<file path="src/rtl/mdu_pkg.sv">
// Shared definitions for the multiply/divide unit: op encodings, FSM states
// and small op-decode helpers. MDU_ACC_EN selects the multiply-accumulate ops.
package mdu_pkg;

  localparam logic [2:0] MDU_MULT  = 3'b000;
  localparam logic [2:0] MDU_MULTU = 3'b001;
  localparam logic [2:0] MDU_DIV   = 3'b010;
  localparam logic [2:0] MDU_DIVU  = 3'b011;
  localparam logic [2:0] MDU_MADD  = 3'b100;
  localparam logic [2:0] MDU_MADDU = 3'b101;
  localparam logic [2:0] MDU_MSUB  = 3'b110;
  localparam logic [2:0] MDU_MSUBU = 3'b111;

  typedef enum logic [1:0] {
    IDLE = 2'd0,
    MUL  = 2'd1,
    DIV  = 2'd2,
    FIX  = 2'd3
  } mdu_state_t;

  // HI:LO concatenation width for a given operand width.
  function automatic int prod_width(input int w);
    return 2 * w;
  endfunction

  function automatic logic op_is_div(input logic [2:0] op);
    return (op == MDU_DIV) || (op == MDU_DIVU);
  endfunction

  function automatic logic op_is_acc(input logic [2:0] op);
    return (op == MDU_MADD) || (op == MDU_MADDU) ||
           (op == MDU_MSUB) || (op == MDU_MSUBU);
  endfunction

  function automatic logic op_is_sub(input logic [2:0] op);
    return (op == MDU_MSUB) || (op == MDU_MSUBU);
  endfunction

  function automatic logic op_is_unsigned(input logic [2:0] op);
    return (op == MDU_MULTU) || (op == MDU_DIVU) ||
           (op == MDU_MADDU) || (op == MDU_MSUBU);
  endfunction

endpackage

</file>
<file path="src/rtl/mdu_div_core.sv">
// Iterative restoring divider, one quotient bit per cycle. `go` loads the
// operands; `done` is high during the last iteration; quo/rem carry the sign fix.
module mdu_div_core
  import mdu_pkg::*;
#(
  parameter int WIDTH = 32
) (
  input  logic             clk,
  input  logic             reset,
  input  logic             go,
  input  logic             is_signed,
  input  logic [WIDTH-1:0] dividend,
  input  logic [WIDTH-1:0] divisor,
  output logic             done,
  output logic [WIDTH-1:0] quo,
  output logic [WIDTH-1:0] rem
);

  localparam int CW = $clog2(WIDTH);

  logic             run;
  logic [CW-1:0]    cnt;
  logic [WIDTH-1:0] rem_q;
  logic [WIDTH-1:0] quo_q;
  logic [WIDTH-1:0] dvs_mag;
  logic [WIDTH-1:0] dvd_raw;
  logic             neg_quo;
  logic             neg_rem;
  logic             div_zero;

  logic [WIDTH-1:0] dvd_mag_in;
  logic [WIDTH-1:0] dvs_mag_in;
  logic [WIDTH:0]   shifted;
  logic [WIDTH:0]   trial;

  // Two's-complement negation of MIN yields MIN, which is the correct
  // unsigned magnitude 2^(WIDTH-1).
  assign dvd_mag_in = (is_signed && dividend[WIDTH-1]) ? -dividend : dividend;
  assign dvs_mag_in = (is_signed && divisor[WIDTH-1])  ? -divisor  : divisor;

  assign shifted = {rem_q, quo_q[WIDTH-1]};
  assign trial   = shifted - {1'b0, dvs_mag};

  always_ff @(posedge clk) begin
    if (reset) begin
      run      <= 1'b0;
      cnt      <= '0;
      rem_q    <= '0;
      quo_q    <= '0;
      dvs_mag  <= '0;
      dvd_raw  <= '0;
      neg_quo  <= 1'b0;
      neg_rem  <= 1'b0;
      div_zero <= 1'b0;
    end else if (go) begin
      run      <= 1'b1;
      cnt      <= CW'(WIDTH - 1);
      rem_q    <= '0;
      quo_q    <= dvd_mag_in;
      dvs_mag  <= dvs_mag_in;
      dvd_raw  <= dividend;
      neg_quo  <= is_signed && (dividend[WIDTH-1] ^ divisor[WIDTH-1]);
      neg_rem  <= is_signed && dividend[WIDTH-1];
      div_zero <= (divisor == '0);
    end else if (run) begin
      // A clear borrow bit means the trial subtraction fits: keep it.
      if (!trial[WIDTH]) begin
        rem_q <= trial[WIDTH-1:0];
        quo_q <= {quo_q[WIDTH-2:0], 1'b1};
      end else begin
        rem_q <= shifted[WIDTH-1:0];
        quo_q <= {quo_q[WIDTH-2:0], 1'b0};
      end
      cnt <= cnt - CW'(1);
      if (cnt == '0) run <= 1'b0;
    end
  end

  assign done = run && (cnt == '0);

  // Divide-by-zero returns all ones and the untouched dividend, regardless of sign.
  assign quo = div_zero ? '1      : (neg_quo ? -quo_q : quo_q);
  assign rem = div_zero ? dvd_raw : (neg_rem ? -rem_q : rem_q);

endmodule

</file>
<file path="src/rtl/mdu_iter.sv">
// Multiply/divide unit with HI/LO, fixed-latency multiply and iterative divide.
// Define MDU_ACC_EN to enable madd/maddu/msub/msubu (op[2]==1).
module mdu_iter
  import mdu_pkg::*;
#(
  parameter int WIDTH   = 32,
  parameter int MUL_LAT = 5
) (
  input  logic             clk,
  input  logic             reset,
  input  logic             req,
  input  logic             start,
  input  logic [2:0]       op,
  input  logic [WIDTH-1:0] in_a,
  input  logic [WIDTH-1:0] in_b,
  input  logic             mthi,
  input  logic             mtlo,
  input  logic [WIDTH-1:0] data_w,
  output logic             busy,
  output logic [WIDTH-1:0] hi,
  output logic [WIDTH-1:0] lo
);

  localparam int PW    = prod_width(WIDTH);
  localparam int CNT_W = $clog2(MUL_LAT + 1);

  mdu_state_t       state, state_n;
  logic [CNT_W-1:0] cnt, cnt_n;
  logic [PW-1:0]    prod_q, prod_n;
  logic [WIDTH-1:0] hi_n, lo_n;

  logic             op_legal;
  logic             accept;
  logic             div_go;
  logic             div_done;
  logic [WIDTH-1:0] div_quo;
  logic [WIDTH-1:0] div_rem;
  logic [PW-1:0]    ext_a, ext_b;
  logic [PW-1:0]    product;
  logic [PW-1:0]    mul_result;

`ifdef MDU_ACC_EN
  assign op_legal = 1'b1;
`else
  assign op_legal = !op_is_acc(op);
`endif

  assign accept = start && !req && (state == IDLE) && op_legal;

  // Sign- or zero-extend to 2W so the truncated 2W product is correct either way.
  assign ext_a   = op_is_unsigned(op) ? {{WIDTH{1'b0}}, in_a} : {{WIDTH{in_a[WIDTH-1]}}, in_a};
  assign ext_b   = op_is_unsigned(op) ? {{WIDTH{1'b0}}, in_b} : {{WIDTH{in_b[WIDTH-1]}}, in_b};
  assign product = ext_a * ext_b;

`ifdef MDU_ACC_EN
  // Accumulate uses HI/LO as they stand at the accept edge.
  always_comb begin
    mul_result = product;
    if (op_is_acc(op))
      mul_result = op_is_sub(op) ? ({hi, lo} - product) : ({hi, lo} + product);
  end
`else
  assign mul_result = product;
`endif

  mdu_div_core #(.WIDTH(WIDTH)) u_div (
    .clk       (clk),
    .reset     (reset),
    .go        (div_go),
    .is_signed (!op_is_unsigned(op)),
    .dividend  (in_a),
    .divisor   (in_b),
    .done      (div_done),
    .quo       (div_quo),
    .rem       (div_rem)
  );

  always_ff @(posedge clk) begin
    if (reset) begin
      state  <= IDLE;
      cnt    <= '0;
      prod_q <= '0;
      hi     <= '0;
      lo     <= '0;
    end else begin
      state  <= state_n;
      cnt    <= cnt_n;
      prod_q <= prod_n;
      hi     <= hi_n;
      lo     <= lo_n;
    end
  end

  always_comb begin
    state_n = state;
    cnt_n   = cnt;
    prod_n  = prod_q;
    hi_n    = hi;
    lo_n    = lo;
    div_go  = 1'b0;
    case (state)
      IDLE: begin
        if (accept) begin
          if (op_is_div(op)) begin
            div_go  = 1'b1;
            state_n = DIV;
          end else begin
            prod_n  = mul_result;
            cnt_n   = CNT_W'(MUL_LAT - 1);
            state_n = MUL;
          end
        end else if (!req && !start) begin
          if (mthi) hi_n = data_w;
          if (mtlo) lo_n = data_w;
        end
      end
      MUL: begin
        if (cnt == '0) begin
          hi_n    = prod_q[PW-1:WIDTH];
          lo_n    = prod_q[WIDTH-1:0];
          state_n = IDLE;
        end else begin
          cnt_n = cnt - CNT_W'(1);
        end
      end
      DIV: begin
        if (div_done) state_n = FIX;
      end
      FIX: begin
        hi_n    = div_rem;
        lo_n    = div_quo;
        state_n = IDLE;
      end
      default: state_n = IDLE;
    endcase
  end

  assign busy = (state != IDLE);

endmodule

</file>
<file path="config.mk">
export PLATFORM = sky130hd
export DESIGN_NAME = mdu_iter
export DESIGN_NICKNAME = d
export VERILOG_FILES = /design/src/rtl/mdu_pkg.sv /design/src/rtl/mdu_div_core.sv /design/src/rtl/mdu_iter.sv
export SDC_FILE = /design/constraint.sdc
export NUM_CORES = 2
export LEC_CHECK = 0
export CAP_MARGIN = 20
export CORE_MARGIN = 5
export CORE_UTILIZATION = 47
export DETAILED_ROUTE_END_ITERATION = 6
export GPL_ROUTABILITY_DRIVEN = 1
export GPL_TIMING_DRIVEN = 0
export PLACE_DENSITY = 0.69
export SLEW_MARGIN = 20
export SYNTH_ARGS = -nofsm -noshare
export SYNTH_HDL_FRONTEND = slang
export SYNTH_SLANG_ARGS = --single-unit
</file>
<file path="constraint.sdc">
create_clock -name clk -period 27.3 [get_ports clk]
set_clock_uncertainty 0.2 [all_clocks]
set_input_delay 4.095 -clock clk [delete_from_list [all_inputs] [get_ports clk]]
set_output_delay 4.095 -clock clk [all_outputs]
set_load 0.01 [all_outputs]
</file>
# == Word-level counts from Yosys, hierarchy flattened ==
# Index checks and enable logic that the tools add are counted.
# word_totals
elab_cells,115
register_bits,270
inputBits,105
output_inout_bits,65
# classes
reduce_logical,33
mul,1
addsub,7
n_eq_ne,19
mux,39
n_bitwise,2
# ops
operator,n
32-bit two-way mux,17
32-bit case mux with 3 select lines,2
64-bit two-way mux,2
32-bit negator,4
64-bit by 64-bit multiplier with 64-bit output,1
33-bit by 32-bit subtractor with 33-bit output,1
32-bit zero test,1
2-bit != test (second input constant),8
3-bit == test (second input constant),4
5-bit two-way mux,2
5-bit AND reduction,2
3-bit two-way mux,3
1-bit logical AND,8
2-bit two-way mux,4
2-bit case mux with 4 select lines,1
1-bit logical OR,7
1-bit two-way mux,7
3-bit by 2-bit == test with 1-bit output (second input constant),2
3-bit case mux with 2 select lines,1
3-bit AND reduction,2
2-bit nonzero test,3
5-bit zero test,1
5-bit by 1-bit subtractor with 5-bit output (second input constant),1
2-bit == test (second input constant),2
12 further kinds,15

# == Longest topological paths before layout ==
# logic_depth
depth_word,9
depth_mapped,36
depth_no_buf,33

# == Hierarchy ==
# From an unflattened synthesis, not the netlist that was laid out.
# unflattened
hier_cells,7110
area_unflattened_um2,63114.3
# modules_own_cells
mod,seq_area_each_um2,area_per_inst_um2,cells_per_inst,n_inst
mdu_iter,2662.6,53107.2,5805,1
mdu_div_core,2742.6,10007.1,1305,1

# == Least setup slack after synthesis ==
# OpenSTA, ideal clock, no wires.
# synth_timing
path_type,input to register
from,input in_a[31]
to,register prod_q[63]
path_buffers,4
stages,31
t_arrival_ns,12.916
required_ns,26.983
setup_slack_ns,14.066
setup_time_ns,0.117
path_cell_list,nor2b_1 -> clkbuf_1 -> clkbuf_1 -> buf_1 -> nand2_1 -> inv_1 -> fa_1 -> fa_1 -> fa_1 -> inv_1 -> fa_1 -> inv_1 -> fa_1 -> fa_1 -> fa_1 -> fa_1 -> fa_1 -> inv_1 -> fa_1 -> inv_1 -> ha_1 -> clkbuf_1 -> a21oi_1 -> o21ai_0 -> a21o_1 -> a21o_1 -> a31oi_1 -> o21ai_1 -> a41o_1 -> or3_1 -> a32o_1
# synth_via
elab_chain_cells,2
# synth_lines
item,line,source
from (decl),mdu_iter.sv:14,"input logic [WIDTH-1:0] in_a,"
64-bit two-way mux,mdu_iter.sv:51,"assign ext_a = op_is_unsigned(op) ? {{WIDTH{1'b0}}, in_a} : {{WIDTH{in_a[WIDTH-1]}}, in_a};"
64-bit by 64-bit multiplier with 64-bit output,mdu_iter.sv:53,assign product = ext_a * ext_b;
to (signal assigned),mdu_iter.sv:88,prod_q <= prod_n;
to (decl),mdu_iter.sv:29,"logic [PW-1:0] prod_q, prod_n;"
# No other way between the ends.
# A chain may end at the register's enable or synchronous reset.

# == Final worst setup path ==
# Same ends and word-level chain as after synthesis.

==> key figures <==
Yosys
  – Distinct cells, synth: 75
  – Post-synth EDFFs: 0
  – Mapped Avg Cell Area: 8.81 um^2
  – Post-Syn Area: 62,900 um^2
  – Top_reg_cell synth: dfxtp_1
  – Warnings from Yosys: 0
  – Post-synthesis sequential area ratio: 8.59%
  – Post-synth ARST share: 0%
  – Mapped Cells: 7,144
  – Syn nets: 9,024
  – Yosys reg bits: 270

Job
  – Number of max-cap violations: 0

Drt
  – Drt first pass iters: 6
  – Antenna-violating nets left: 0
  – Vias: 52,470
  – Initial DRC Count: 6,042
  – Vias per cell: 5.76
  – Post-Route WL: 252,000 um
  – Routed length per placed instance: 27.7 um
  – DRC viols: 0

Setup path
  – Crit path top cell by count: fa_1
  – Crit-path slowest cell: clkdlybuf4s50_1
  – CP peak stage delay: 1.25 ns
  – R2R cell count: 14
  – Worst path bufs/invs: 12
  – Levels on crit path: 35
  – Critical R2R Capture: u_div.quo_q[0]$_SDFFE_PP0P_
  – CP delay by family, top: adder cells
  – Critical path capture point: prod_q[63]$_SDFFE_PP0P_
  – RR Startpoint: u_div.quo_q[31]$_SDFFE_PP0P_
  – CP Max Fanout: 10
  – Flop2flop setup slack: 22.41 ns
  – Critical Path RT: 27.55 ns
  – Crit. End Element: flip-flop
  – Critical path class: input pin to flip-flop
  – CP arrival: 17.19 ns
  – Setup crit start: in_a[31]
  – Worst setup SP type: input pin

CTS
  – Clock sink count: 270
  – Setup repair bufs after CTS: 0
  – Clk slew on worst S/H paths: 0.06 ns
  – Root Buffer: clkbuf_16
  – CTS tree: done
  – Clock Path Buffers: 3
  – Num CTS Buffers: 27
  – Htree depth: 1
  – CTS Hold Bufs: 0
  – Post-CTS Resized: 0
  – Worst-skew pair later-pin latency: 0.57 ns

STA
  – Worst-margin pin slew: 1.33 ns
  – Final setup viols: 0
  – Final Cycle Share: 62.0%
  – Final Hold Viols: 0
  – Final setup TNS: 0 ns
  – RSZ-0062 raised after global routing: false
  – Final hold slack: 0.256 ns
  – Worst rel slew slack: 10.8%
  – Fmax: 0.0590 GHz
  – Number of max-slew violations in the final report: 0
  – Crit path time final: 16.94 ns

Place
  – GP Congestion: 1.02
  – Post-DP HPWL: 212,000 um
  – I/O Buffers: 122

Die
  – Ports: 170
  – Die Y: 376 um
  – CORE AREA: 133,000 um^2
  – Die area: 141,000 um^2
  – Die width: 376 um
  – Starting Density: 47.2%
  – Num rows: 134

GRT
  – Met3 global-route usage: 7.39%
  – Tot GR Track Use: 35.8%
  – Met2 usage: 54.4%
  – Number of global-route vias before repair: 54,314
  – Gr ovfl total: 0
  – Initial antenna violation count: 46
  – Largest net degree at the start of global routing: 22
  – GR Layer Usage met1: 47.2%
  – First-pass GRT wire length: 366,000 um
  – Top Usage Layer GRT: met2

Finish
  – Most frequent cells in the layout: 1,649 x inv_1, 1,419 x fa_1, 1,034 x nand2_1
  – Final core utilization: 50.6%
  – Layout cells sized above 1: 1.83%
  – Area growth syn-to-layout: 7.27%
  – Commonest non-fill, non-tap cell in the layout: inv_1
  – Nets: 9,183

Min path
  – Tightest Hold Check Type: flip-flop to flip-flop
  – Hold Crit Start: u_div.dvd_raw[24]$_SDFFE_PP0P_

Outcome
  – Status: completed
==> state kept, by name (all words and copies together) (netlist names), 2 cells and up <==
| register | flops |
|---|---|
| u_div.quo_q | 32 |
| u_div.dvd_raw | 32 |
| hi | 32 |
| prod_q | 64 |
| state | 2 |
| u_div.dvs_mag | 32 |
| u_div.rem_q | 32 |
| u_div.cnt | 5 |
| cnt | 3 |
| lo | 32 |
==> cells in the mapped netlist (4+ instances only) <==
library cell,number,area (um^2)
and3_1,10,62.6
nor3_1,39,195
inv_1,1649,6190
mux2_2,19,214
nand3_1,35,175
a31oi_1,21,131
o41ai_1,19,166
nand4_1,21,131
o311ai_0,5,43.8
o21a_1,12,90.1
dfxtp_1,270,5410
nand2b_1,40,250
o211ai_1,14,105
buf_1,62,233
nand2_1,1035,3880
nor3b_1,4,30.0
o21bai_1,20,150
nor4_1,11,68.8
nor2b_1,20,125
a21boi_0,5,37.5
a21oi_1,282,1410
nor2_1,225,845
ha_1,355,4440
or2_2,8,50.1
and2_1,354,2210
a211oi_1,84,631
a41oi_1,6,52.6
xnor2_1,152,1330
nand3b_1,10,75.1
o31ai_1,32,240
mux2i_1,80,801
a21o_1,63,473
nand4b_1,4,35.0
o21ai_0,168,841
o22ai_1,4,25.0
a311oi_1,33,289
xor2_1,100,876
a2111oi_0,6,52.6
clkbuf_1,349,1310
buf_2,5,25.0
fa_1,1420,28400
o221ai_1,23,201
or3_1,12,75.1
or4_1,9,67.6
==> area by class of cell <==
cell class,count,area (um^2)
multi-input combinational,4806,49800
fill,12784,65800
clock inverter,11,95.1
tap,1768,2210
clock buffer,38,807
inverter,1650,6190
sequential,270,5410
buffer,418,1620
timing repair buffer,130,1350
antenna,24,60.1
==> tightest hold or removal path: stages (launching register included) <==
cell and delay (ns):
dfxtp_1 0.31, nand2_1 0.05, a21oi_1 0.05
==> per-layer routing <==
layer	part of all wire, %	wire length (um)
met1	38	96200
met2	43	109000
met3	11	26800
met4	7.9	19900
met5	0.017	44
==> per-stage QoR <==
step | setup WS, ns | instance area (um^2) | std cells
after floorplan | 14.07 | 62900 | 7144
after global placement | 9.45 | 66400 | 9034
after detailed placement | 10.09 | 66500 | 9039
after CTS | 10.65 | 67400 | 9088
after global routing | 10.27 | 67500 | 9092
final | 10.36 | 67500 | 9115
==> worst min-delay path by stage <==
stage / cells after the start / end / slack, ns
final: 2 / u_div.dvd_raw[24]$_SDFFE_PP0P_ / 0.26
after global routing: 2 / u_div.dvd_raw[12]$_SDFFE_PP0P_ / 0.27
after CTS: 2 / prod_q[35]$_SDFFE_PP0P_ / 0.25
after detailed placement: 2 / prod_q[35]$_SDFFE_PP0P_ / 0.25
after global placement: 2 / prod_q[36]$_SDFFE_PP0P_ / 0.24
after floorplan: 2 / prod_q[36]$_SDFFE_PP0P_ / 0.22
==> cells by family (layout without fill, tap and decap cells) <==
kind of cell / after synthesis / in the layout / synth area share (%)
flip-flops: 270 / 270 / 8.59
XOR/XNOR: 252 / 252 / 3.51
other: 0 / 24 / 0
AO/OA/AOI/OAI: 828 / 828 / 8.31
adder cells (fa/ha/maj): 1775 / 1775 / 52.2
multiplexers: 99 / 99 / 1.61
buffers and inverters: 2068 / 2247 / 12.4
AND/OR/NAND/NOR: 1852 / 1852 / 13.4
Power is left out: the tool's default activity adds up to more than one toggle a clock period on the data nets, which glitch-free logic cannot reach.
